<file path="src/rtl/id_ex_alu_stage.sv">
// ID/EX pipeline register feeding the 32-bit ALU: captures decoded fields,
// forwards EX/MEM and MEM/WB results into rs/rt, and selects ALU operands.

// One source operand's forwarding mux (EX/MEM beats MEM/WB, r0 never forwarded)
module id_ex_fwd #(
  parameter int DW = 32,
  parameter int AW = 5
) (
  input  logic [AW-1:0] src_addr,
  input  logic [DW-1:0] src_data,
  input  logic          exmem_reg_write,
  input  logic [AW-1:0] exmem_rd,
  input  logic [DW-1:0] exmem_result,
  input  logic          memwb_reg_write,
  input  logic [AW-1:0] memwb_rd,
  input  logic [DW-1:0] memwb_result,
  output logic [DW-1:0] fwd_data
);
  logic nz;
  assign nz = (src_addr != '0);

  // pick the youngest in-flight producer of src_addr, else the register-file value
  always_comb begin
    fwd_data = src_data;
    if (exmem_reg_write && nz && (exmem_rd == src_addr))
      fwd_data = exmem_result;
    else if (memwb_reg_write && nz && (memwb_rd == src_addr))
      fwd_data = memwb_result;
  end
endmodule

module id_ex_alu_stage #(
  parameter int DW = 32,
  parameter int AW = 5
) (
  input  logic          clk,
  input  logic          reset_n,
  input  logic          stall,
  input  logic          flush,
  input  logic          id_valid,
  input  logic [AW-1:0] id_rs_addr,
  input  logic [AW-1:0] id_rt_addr,
  input  logic [DW-1:0] id_rs_data,
  input  logic [DW-1:0] id_rt_data,
  input  logic [DW-1:0] id_imm32,
  input  logic [4:0]    id_shamt,
  input  logic          id_a_sel,
  input  logic [1:0]    id_b_sel,
  input  logic [3:0]    id_alu_op,
  input  logic [AW-1:0] id_rd_addr,
  input  logic          id_reg_write,
  input  logic          exmem_reg_write,
  input  logic [AW-1:0] exmem_rd,
  input  logic [DW-1:0] exmem_result,
  input  logic          memwb_reg_write,
  input  logic [AW-1:0] memwb_rd,
  input  logic [DW-1:0] memwb_result,
  output logic [DW-1:0] alu_a,
  output logic [DW-1:0] alu_b,
  output logic [3:0]    alu_op,
  output logic [DW-1:0] ex_store_data,
  output logic          ex_valid,
  output logic [AW-1:0] ex_rd,
  output logic          ex_reg_write
);
  typedef struct packed {
    logic          valid;
    logic          reg_write;
    logic [3:0]    alu_op;
    logic [AW-1:0] rd;
    logic [AW-1:0] rs_addr;
    logic [AW-1:0] rt_addr;
    logic [DW-1:0] rs_data;
    logic [DW-1:0] rt_data;
    logic [DW-1:0] imm32;
    logic [4:0]    shamt;
    logic          a_sel;
    logic [1:0]    b_sel;
  } stage_t;

  stage_t stage_d, stage_q;

  // flush wins over stall; an all-zero bubble decodes as a harmless add of 0+0
  always_comb begin
    stage_d = stage_q;
    if (flush) begin
      stage_d = '0;
    end else if (!stall) begin
      stage_d.valid     = id_valid;
      stage_d.reg_write = id_reg_write & id_valid;
      stage_d.alu_op    = id_alu_op;
      stage_d.rd        = id_rd_addr;
      stage_d.rs_addr   = id_rs_addr;
      stage_d.rt_addr   = id_rt_addr;
      stage_d.rs_data   = id_rs_data;
      stage_d.rt_data   = id_rt_data;
      stage_d.imm32     = id_imm32;
      stage_d.shamt     = id_shamt;
      stage_d.a_sel     = id_a_sel;
      stage_d.b_sel     = id_b_sel;
    end
  end

  // stage register; reset discards any in-flight instruction
  always_ff @(posedge clk or negedge reset_n) begin
    if (!reset_n) stage_q <= '0;
    else          stage_q <= stage_d;
  end

  // forwarding is re-evaluated every cycle, so a stalled instruction picks up
  // results that land while it waits
  logic [DW-1:0] fwd_rs, fwd_rt;

  id_ex_fwd #(.DW(DW), .AW(AW)) u_fwd_rs (
    .src_addr(stage_q.rs_addr), .src_data(stage_q.rs_data),
    .exmem_reg_write(exmem_reg_write), .exmem_rd(exmem_rd), .exmem_result(exmem_result),
    .memwb_reg_write(memwb_reg_write), .memwb_rd(memwb_rd), .memwb_result(memwb_result),
    .fwd_data(fwd_rs)
  );

  id_ex_fwd #(.DW(DW), .AW(AW)) u_fwd_rt (
    .src_addr(stage_q.rt_addr), .src_data(stage_q.rt_data),
    .exmem_reg_write(exmem_reg_write), .exmem_rd(exmem_rd), .exmem_result(exmem_result),
    .memwb_reg_write(memwb_reg_write), .memwb_rd(memwb_rd), .memwb_result(memwb_result),
    .fwd_data(fwd_rt)
  );

  // operand select: A may take rt for shifts, B may take imm, shamt or rs
  always_comb begin
    alu_a = stage_q.a_sel ? fwd_rt : fwd_rs;
    unique case (stage_q.b_sel)
      2'b00:   alu_b = fwd_rt;
      2'b01:   alu_b = stage_q.imm32;
      2'b10:   alu_b = {{(DW-5){1'b0}}, stage_q.shamt};
      default: alu_b = fwd_rs;
    endcase
  end

  assign ex_store_data = fwd_rt;
  assign alu_op        = stage_q.alu_op;
  assign ex_rd         = stage_q.rd;
  assign ex_valid      = stage_q.valid;
  assign ex_reg_write  = stage_q.reg_write;
endmodule

</file>
<file path="config.mk">
export PLATFORM = sky130hd
export DESIGN_NAME = id_ex_alu_stage
export DESIGN_NICKNAME = d
export VERILOG_FILES = /design/src/rtl/id_ex_alu_stage.sv
export SDC_FILE = /design/constraint.sdc
export NUM_CORES = 1
export LEC_CHECK = 0
export ABC_CLOCK_PERIOD_IN_PS = 2400
export CORE_AREA = 8 8 152 154
export CTS_BUF_LIST = sky130_fd_sc_hd__clkbuf_2 sky130_fd_sc_hd__clkbuf_4 sky130_fd_sc_hd__clkbuf_8
export CTS_CLUSTER_DIAMETER = 50
export DETAILED_ROUTE_END_ITERATION = 12
export DIE_AREA = 0 0 160 162
export HOLD_SLACK_MARGIN = 0.15
export PLACE_DENSITY_LB_ADDON = 0.05
export SLEW_MARGIN = 30
export SYNTH_ARGS = -nofsm -noshare
export SYNTH_HDL_FRONTEND = slang
export SYNTH_HIERARCHICAL = 1
export SYNTH_SLANG_ARGS = --single-unit
</file>
<file path="constraint.sdc">
create_clock -name clk -period 2.4 [get_ports clk]
set_input_delay 0.48 -clock clk [delete_from_list [all_inputs] [get_ports clk]]
set_output_delay 0.48 -clock clk [all_outputs]
set_load 0.005 [all_outputs]
</file>
[After elaboration in Yosys (flattened, before gate mapping)]
Index checks and enable logic that the tools add are counted.
Storage, ports and cells
  bits of input ports: 205
  register bits after elaboration: 125
  output and inout bits: 107
Operators by class
  bitwise logic cells: 1
  reductions and logical operators: 11
  mux-type cells: 8
  equality and inequality tests: 7
Operators with widths (number)
  125-bit two-way mux: 2
  32-bit two-way mux: 5
  32-bit one-hot mux with 3 select lines: 1
  5-bit equality test: 4
  5-bit nonzero test: 2
  1-bit logical AND: 8
  2-bit by 1-bit equality test with 1-bit output, second input constant: 1
  2-bit equality test, second input constant: 1
  2-bit zero test: 1
  2-bit by 1-bit inequality test with 1-bit output, second input constant: 1
  1-bit bitwise AND: 1

[Logic depth before layout (Yosys ltp)]
Gate-level depths: netlist (run 1).
  word-level depth: 6
  depth in mapped cells: 8
  mapped depth without buffers: 6

[Hierarchy]
The synthesis (run 1) kept the hierarchy.
Modules (own cells, without submodules)
  id_ex_alu_stage: area an instance 6208.5 sq um, instances 1, cells each 520
  id_ex_fwd: area an instance 948.4 sq um, instances 2, cells each 169

[Worst setup path before layout (run 1)]
OpenSTA, ideal clock, no wires.
  kind: reg-to-output
  start point: register stage_q[105] (netlist bit)
  end point: output alu_b[0]
  path buffers: 2
  slack: -0.230 ns
  data required time: 1.920 ns
  arrival time: 2.150 ns
  stages on the path, launching flop included: 8
  cells stage by stage: dfrtp_1 -> or4_4 -> o211ai_2 -> or2_1 -> buf_2 -> buf_4 -> a31oi_1 -> mux4_2
Between the ends
  longest elaborated chain between the ends: 6
  elaborated cells between the ends (all ways): 10
  classes of those cells: eq/ne (2); mux (3); reduce/logical (5)
RTL lines
  start: declaration: line 81  | stage_t stage_d, stage_q;
  start signal: assignment: line 107  | else stage_q <= stage_d;
  5-bit nonzero test: line 20  | assign nz = (src_addr != '0);
  1-bit logical AND (2 in a row): line 27  | else if (memwb_reg_write && nz && (memwb_rd == src_addr))
  32-bit two-way mux: line 27
  32-bit two-way mux (*): line 25  | if (exmem_reg_write && nz && (exmem_rd == src_addr))
  named net ex_store_data[0]: line 61  | output logic [DW-1:0] ex_store_data,
  32-bit one-hot mux with 3 select lines (*): line 131  | unique case (stage_q.b_sel)
  end: declaration: line 59  | output logic [DW-1:0] alu_b,
The timed path passes the listed nets; every way through them passes the cells marked *.

[Worst setup path in the final report (run 1)]
  start point: register stage_q[105] (netlist bit)
  end point: output alu_b[0]
Between the ends
  longest elaborated chain between the ends: 6
  elaborated cells between the ends (all ways): 10
  classes of those cells: eq/ne (2); mux (3); reduce/logical (5)
RTL lines (line)
  5-bit nonzero test: 20
  1-bit logical AND (2 in a row): 27
  32-bit two-way mux: 27
  32-bit two-way mux (*): 25
  32-bit one-hot mux with 3 select lines (*): 131
Every way passes the cells marked *; elsewhere a longest branch is shown, timed or not.

==> results of run 1 <==
==> timing repair <==
action / 4_1_cts / 5_1_grt
endpoints found under the setup margin: 96 / 96
hold endpoints to repair: 48 / 0
resized for setup: 504 / 131
cloned: 4 / 5
setup buffers: 55 / 58
hold buffers: 1 / 0
pin swaps: 32 / 33
==> path summary, 6_finish.rpt <==
| path | slack, ns | endpoint | start |
|---|---|---|---|
| min reg2reg | 0.52 | stage_q[99]$_DFFE_PN0P_ | stage_q[99]$_DFFE_PN0P_ |
| min | 0.50 | alu_op[1]$_DFFE_PN0P_ | stall |
| min in group asynchronous | 0.54 | stage_q[52]$_DFFE_PN0P_ | reset_n |
| max in group asynchronous | 1.13 | stage_q[0]$_DFFE_PN0P_ | reset_n |
| max | -1.13 | alu_b[0] | stage_q[105]$_DFFE_PN0P_ |
| max reg2reg | 1.34 | stage_q[1]$_DFFE_PN0P_ | stage_q[1]$_DFFE_PN0P_ |
==> cells in the final DEF, fill, tap and decap left out, types with 3 or more instances in the layout <==
cell type and count:
o2bb2ai_1 26, mux4_2 5, o21ai_1 17, buf_2 38, buf_4 100, clkinv_4 3, buf_8 8, mux2_2 4
xnor2_1 20, clkbuf_8 19, dfrtp_2 3, dlymetal6s2s_1 5, diode_2 4, a31oi_4 29, o21ai_0 38, nand3_2 10
buf_12 30, nand3_1 34, clkbuf_2 11, clkinvlp_4 4, o211ai_4 4, nor3_2 4, a31oi_1 32, a31oi_2 3
nand4_1 4, mux2i_1 151, mux2_4 28, clkdlybuf4s50_1 212, nand3_4 20, dfrtp_1 122, nor2_1 124, o21ai_2 7
clkbuf_16 4, nor3_1 60, buf_6 115
==> per-layer routing <==
layer | vias to the layer above | track usage [%] | share of wire [%]
li1 | 4045 | - | -
met1 | 4362 | 34.1 | 42
met2 | 447 | 43.6 | 48
met3 | 76 | 6.86 | 7.6
met4 | 2 | 9.98 | 3.0
met5 | - | 0 | 0.034
==> logic make-up (layout without fill, tap and decap cells) <==
family	Yosys count	after routing
compound gates	162	162
xor+xnor	20	20
buf+inv	98	561
flops	125	125
mux	188	188
other cells	0	4
simple gates	265	265
==> worst max-delay path: stages (launching register included) <==
cell	delay, ns
dfrtp_1	0.39
or4_4	0.55
buf_6	0.14
buf_6	0.10
o211a_4	0.26
buf_12	0.15
buf_8	0.12
buf_4	0.12
nand3_2	0.07
a31oi_4	0.10
mux4_2	0.46
buf_2	0.14
==> registers in the layout, summed over array words and instances, names as in the netlist <==
register and count:
alu_op 4, ex_rd 5, ex_reg_write 1, ex_valid 1
stage_q 114
==> final cells by class <==
cell class	count	area (um^2)
tap	275	344
fill	1566	6050
timing repair buffer	529	5390
sequential	125	3130
antenna	4	10.0
clock inverter	12	114
clock buffer	20	269
multi-input combinational	635	5380
==> power by group through the flow <==
stage               registers (mW)  clock network [mW]  logic, mW
floorplan                     2.31                   0      0.763
global placement              2.33                   0       1.83
detailed placement            2.33                   0       1.84
CTS                           2.29                1.89       2.10
global route                  2.31                1.99       2.42
finish                        2.30                1.86       2.30
==> through the flow <==
step	worst slack [ns]	hold WS (ns)	utilization (%)	instance area [um^2]
after detailed placement	-1.09	0.483	59.0	12200
after global placement	-1.05	0.488	59.0	12200
after global routing	-1.20	0.493	70.8	14600
after CTS	-1.17	0.476	67.0	13900
after floorplan	-0.196	0.184	-	8290
final	-1.13	0.496	70.8	14600
==> results.md, run 1 <==
* Synth Area in XOR/XNOR at 2.16%
* Type of origin of the critical path: flip-flop
* Biggest area consumer among synthesized cells: dfrtp_1
* Finished Layout Cells at 1600
* Setup TNS Final at -89.56 ns
* TritonCTS Sinks at 125
* Synth Net Count at 1063
* Gpl congestion at 0.859
* Die H at 162 um
* Clock latency at the later pin of the worst-skew pair at 0.44 ns
* Worst-path fanout max at 5
* CP Class: reg -> out
* CP Data Required Time at 1.92 ns
* Die area at 25900 um^2
* Placed insts at 1451
* CTS clock-pin slew for the worst setup and hold paths at 0.09 ns
* Most instantiated cells after synthesis: 151 x mux2i_1, 125 x dfrtp_1, 124 x nor2_1
* F_max at 283 MHz
* Root Buffer: clkbuf_8
* Sw Ratio at 31.9%
* Logic pwr share at 35.6%
* Via density at 5.58
* HPWL Detailed at 23900 um
* Largest family of logic cells by synthesized area: multiplexers
* Initial antenna violation count at 5
* Synth top area cells: dfrtp_1 39%, mux2i_1 19%, nor2_1 5.7%, a31oi_1 4.9%, mux2_2 4.4%
* # IOs at 312
* Clk pwr share at 28.8%
* Syn_area_per_cell at 9.45 um^2
* Final net count at 1513
* Most frequent cell after synthesis: mux2i_1
* Post-synthesis sequential area ratio at 38.6%
* Sequential share of power at 35.6%
* Failing checks: negative setup slack
* CTS Buf Count at 17
* Hold depth at 3
* Die X at 160 um
* Final Slew Violations at 0
* Pwr dens at 441 nW/um^2
* DRC violations left at 0
* GRT Total Usage at 26.9%
* Starting Density at 39.2%
* Unrepaired setup endpoints after global routing: true
* Vias in the first global route at 9046
* Switch Pwr at 2.06 mW
* Mapped Area at 8110 um^2
* Power Total at 6.46 mW
* Number of synthesized flops with an enable pin at 0
* Simple-gate share of the synthesized area at 14.8%
* Synth warn at 6
* Num rows at 53
* Leakage at 6.31 nW
* Largest net degree at the start of global routing at 126
* Post-Route WL at 38100 um
* Hold Crit Class: in -> reg
* Count of unique library cells instantiated by Yosys at 30
* Area Overhead vs Synth at 80.6%
* Core area at 20700 um^2
* Critical Path End Type: output port
* Routed Antenna Nets at 0
* P_int at 4.40 mW
* WP data arrival at 3.05 ns
* Top_reg_cell synth: dfrtp_1
* Compound-Gate Fraction of Synth Area at 12.7%
* Clock Path Buffers at 2
* Vias at 8932
* Tightest Pin Transition at 0.659 ns
* Relative slew slack at 56.0%
* Share of cells above drive strength 1 at 35.3%
* Layout Skew at 0 ns
* Final hold violation count at 0
* Max VDD drop at 0.350 mV
* Synthesis-stage register bit count at 125
* H-tree levels at 4
* Yosys top cell area share at 38.6%
* Routed WL per cell at 23.8 um
* CTS tree: yes
* Final setup margin at -1.13 ns
* Setup violations, final at 96
* Minimum period implied by the final worst setup slack at 3.53 ns
* First-pass GRT wire length at 54600 um
* FFs w/ async S/R, synth at 100%
* Port Buffers at 311
* Final period util at 147%
* R2R depth at 3
* Grt ovf at 0
* Share of cell area taken by muxes after synthesis at 24.5%
* Post-Synth Adder-Cell Area at 0%
* Max-cap viol count at 0
* Outcome: finished, violations left
* Pre-Repair DR Iteration Count at 5
* Cells after synthesis at 858
* 1st-iter DRT viols at 582
Note: power is estimated with default switching activity, not from simulation.
==> run 2, diff against run 1 <==
Settings changed: CORE_AREA 8 8 152 154 to 8 8 150 152, CTS_CLUSTER_DIAMETER 50 to 30, DIE_AREA 0 0 160 162 to 0 0 158 160.
==> results.md, run 2 (synthesized netlist as in run 1, its figures left out) <==
* Relative slew slack at 62.3% (was 56.0%)
* Share of cells above drive strength 1 at 34.6% (was 35.3%)
* Fill cells at 1555 (was 1566)
* Outcome: finished, violations left (unchanged)
* Die area at 25300 um^2 (was 25900 um^2)
* CP Class: reg -> out (unchanged)
* # IOs at 312 (unchanged)
* First-pass GRT wire length at 52300 um (was 54600 um)
* Minimum period implied by the final worst setup slack at 3.37 ns (was 3.53 ns)
* Final Slew Violations at 0 (unchanged)
* Die X at 158 um (was 160 um)
* Port Buffers at 311 (unchanged)
* WP data arrival at 2.89 ns (was 3.05 ns)
* Max-cap viol count at 0 (unchanged)
* Commonest non-fill, non-tap cell in the layout: clkdlybuf4s50_1 (unchanged)
* Final core occ at 70.7% (was 70.8%)
* Unrepaired setup endpoints after global routing: true (unchanged)
* Pwr dens at 453 nW/um^2 (was 441 nW/um^2)
* Final period util at 141% (was 147%)
* Root Buffer: clkbuf_8 (unchanged)
* Place WS at -1.08 ns (was -1.09 ns)
* Clock latency at the later pin of the worst-skew pair at 0.44 ns (about the same)
* Final net count at 1472 (was 1513)
* Setup violations, final at 96 (unchanged)
* Vias at 8883 (was 8932)
* H-tree levels at 4 (unchanged)
* Die H at 160 um (was 162 um)
* Metal3 WL at 3100 um (was 2900 um)
* 1st-iter DRT viols at 590 (was 582)
* Final setup margin at -0.972 ns (was -1.13 ns)
* Post-Route WL at 36000 um (was 38100 um)
* Routed WL per cell at 23.1 um (was 23.8 um)
* Grt ovf at 0 (unchanged)
* Slowest CP cell: or4_4 (unchanged)
* Worst-path fanout max at 5 (unchanged)
* Hold Crit Class: in -> reg (unchanged)
* Clock Path Buffers at 2 (unchanged)
* CTS Buf Count at 17 (unchanged)
* Power Total at 6.42 mW (was 6.46 mW)
* Final hold violation count at 0 (unchanged)
* Via density at 5.71 (was 5.58)
* Pre-Repair DR Iteration Count at 5 (unchanged)
* Tightest Pin Transition at 0.565 ns (was 0.659 ns)
* Core area at 20000 um^2 (was 20700 um^2)
* Leakage at 6.03 nW (was 6.31 nW)
* Setup TNS Final at -79.94 ns (was -89.56 ns)
* CP Data Required Time at 1.92 ns (about the same)
* Metal2 WL at 17500 um (was 18100 um)
* Layout Skew at 0 ns (unchanged)
* Failing checks: negative setup slack (unchanged)
* CTS tree: yes (unchanged)
* GRT Total Usage at 26.6% (was 26.9%)
* Gpl congestion at 0.881 (was 0.859)
* Largest net degree at the start of global routing at 53 (was 126)
* Critical Path End Type: output port (unchanged)
* Top Layer Used: met4 (was met5)
* Max VDD drop at 0.411 mV (was 0.350 mV)
* Crit path largest cell delay at 0.57 ns (was 0.55 ns)
* CTS clock-pin slew for the worst setup and hold paths at 0.07 ns (was 0.09 ns)
* Initial antenna violation count at 5 (unchanged)
* Starting Density at 40.4% (was 39.2%)
* Largest register FFs at 114 (unchanged)
* Vias in the first global route at 9077 (was 9046)
* WL met1 at 14200 um (was 15900 um)
* DRC violations left at 0 (unchanged)
* HPWL Detailed at 24100 um (was 23900 um)
* CP cell instances: or4_4 -> buf_6 -> o211a_4 -> buf_12 -> nand3_2 -> a31oi_4 -> buf_4 -> buf_4 -> mux2_4 -> buf_6 (was or4_4 -> buf_6 -> buf_6 -> o211a_4 -> buf_12 -> buf_8 -> buf_4 -> nand3_2 -> a31oi_4 -> mux4_2 -> buf_2)
* F_max at 297 MHz (was 283 MHz)
* Area Overhead vs Synth at 74.9% (was 80.6%)
* Routed Antenna Nets at 0 (unchanged)
* Top reg by flops: stage_q (unchanged)
* Commonest cells after routing, fill and taps aside: 212 x clkdlybuf4s50_1, 151 x mux2i_1, 124 x nor2_1 (unchanged)
* Num rows at 52 (was 53)
* TritonCTS Sinks at 125 (unchanged)
* Type of origin of the critical path: flip-flop (unchanged)
run 2: path summary, 6_finish.rpt:
path	start	to	slack [ns]	depth (start not counted)
max	stage_q[106]$_DFFE_PN0P_	alu_a[28]	-0.97	10
min	flush	alu_op[1]$_DFFE_PN0P_	0.48	2
max reg2reg	stage_q[1]$_DFFE_PN0P_	stage_q[1]$_DFFE_PN0P_	1.30	3
min reg2reg	ex_rd[2]$_DFFE_PN0P_	ex_rd[2]$_DFFE_PN0P_	0.52	2
max in group asynchronous	reset_n	stage_q[113]$_DFFE_PN0P_	1.19	3
min in group asynchronous	reset_n	stage_q[20]$_DFFE_PN0P_	0.55	2
run 2: critical path: cells and delay by family (launching register included):
kind | cells | cell delay (ns)
AOI/OAI and AO/OA | 2 | 0.42
and+or+nand+nor | 2 | 0.66
buffers and inverters | 5 | 0.72
DFF | 1 | 0.38
muxes | 1 | 0.26
run 2: through the flow:
stage	hold slack [ns]	instances	area (um^2)
2_1_floorplan	0.184	858	8290
3_3_place_gp	0.486	1446	12200
3_5_place_dp	0.487	1446	12200
4_1_cts	0.459	1539	13400
5_1_grt	0.482	1555	14200
6_report	0.485	1555	14200
run 2: routing by layer:
layer  track usage [%]  vias to the layer above
met5                 0                        -
met4              10.7                        0
met3              6.94                       84
met1              32.6                     4367
li1                  -                     3966
met2              43.6                      466
run 2: layout make-up:
| cell class | instances | area (um^2) | share of cell area [%] |
|---|---|---|---|
| repair buffers | 488 | 4970 | 35.1 |
| clock buffers | 21 | 277 | 1.95 |
| clock inverters | 11 | 118 | 0.830 |
| diodes | 5 | 12.5 | 0.0883 |
| flip-flops and latches | 125 | 3130 | 22.1 |
| well taps | 270 | 338 | 2.38 |
| multi-input cells | 635 | 5330 | 37.6 |
run 2: report_power, final:
part           total (mW)  switching [mW]  internal [mW]  leakage, nW
Combinational        2.20           0.967           1.23         4.18
Clock                1.91           0.918          0.992        0.190
Sequential           2.31          0.0844           2.22         1.65
Total                6.42            1.97           4.45         6.03
run 2: timing repair:
item | CTS | global route
hold buffers | 1 | 0
setup endpoints to repair | 96 | 96
cloned | 1 | 4
setup buffers | 66 | 15
pin swaps | 69 | 44
hold endpoints to repair | 50 | 0
resized for setup | 486 | 156
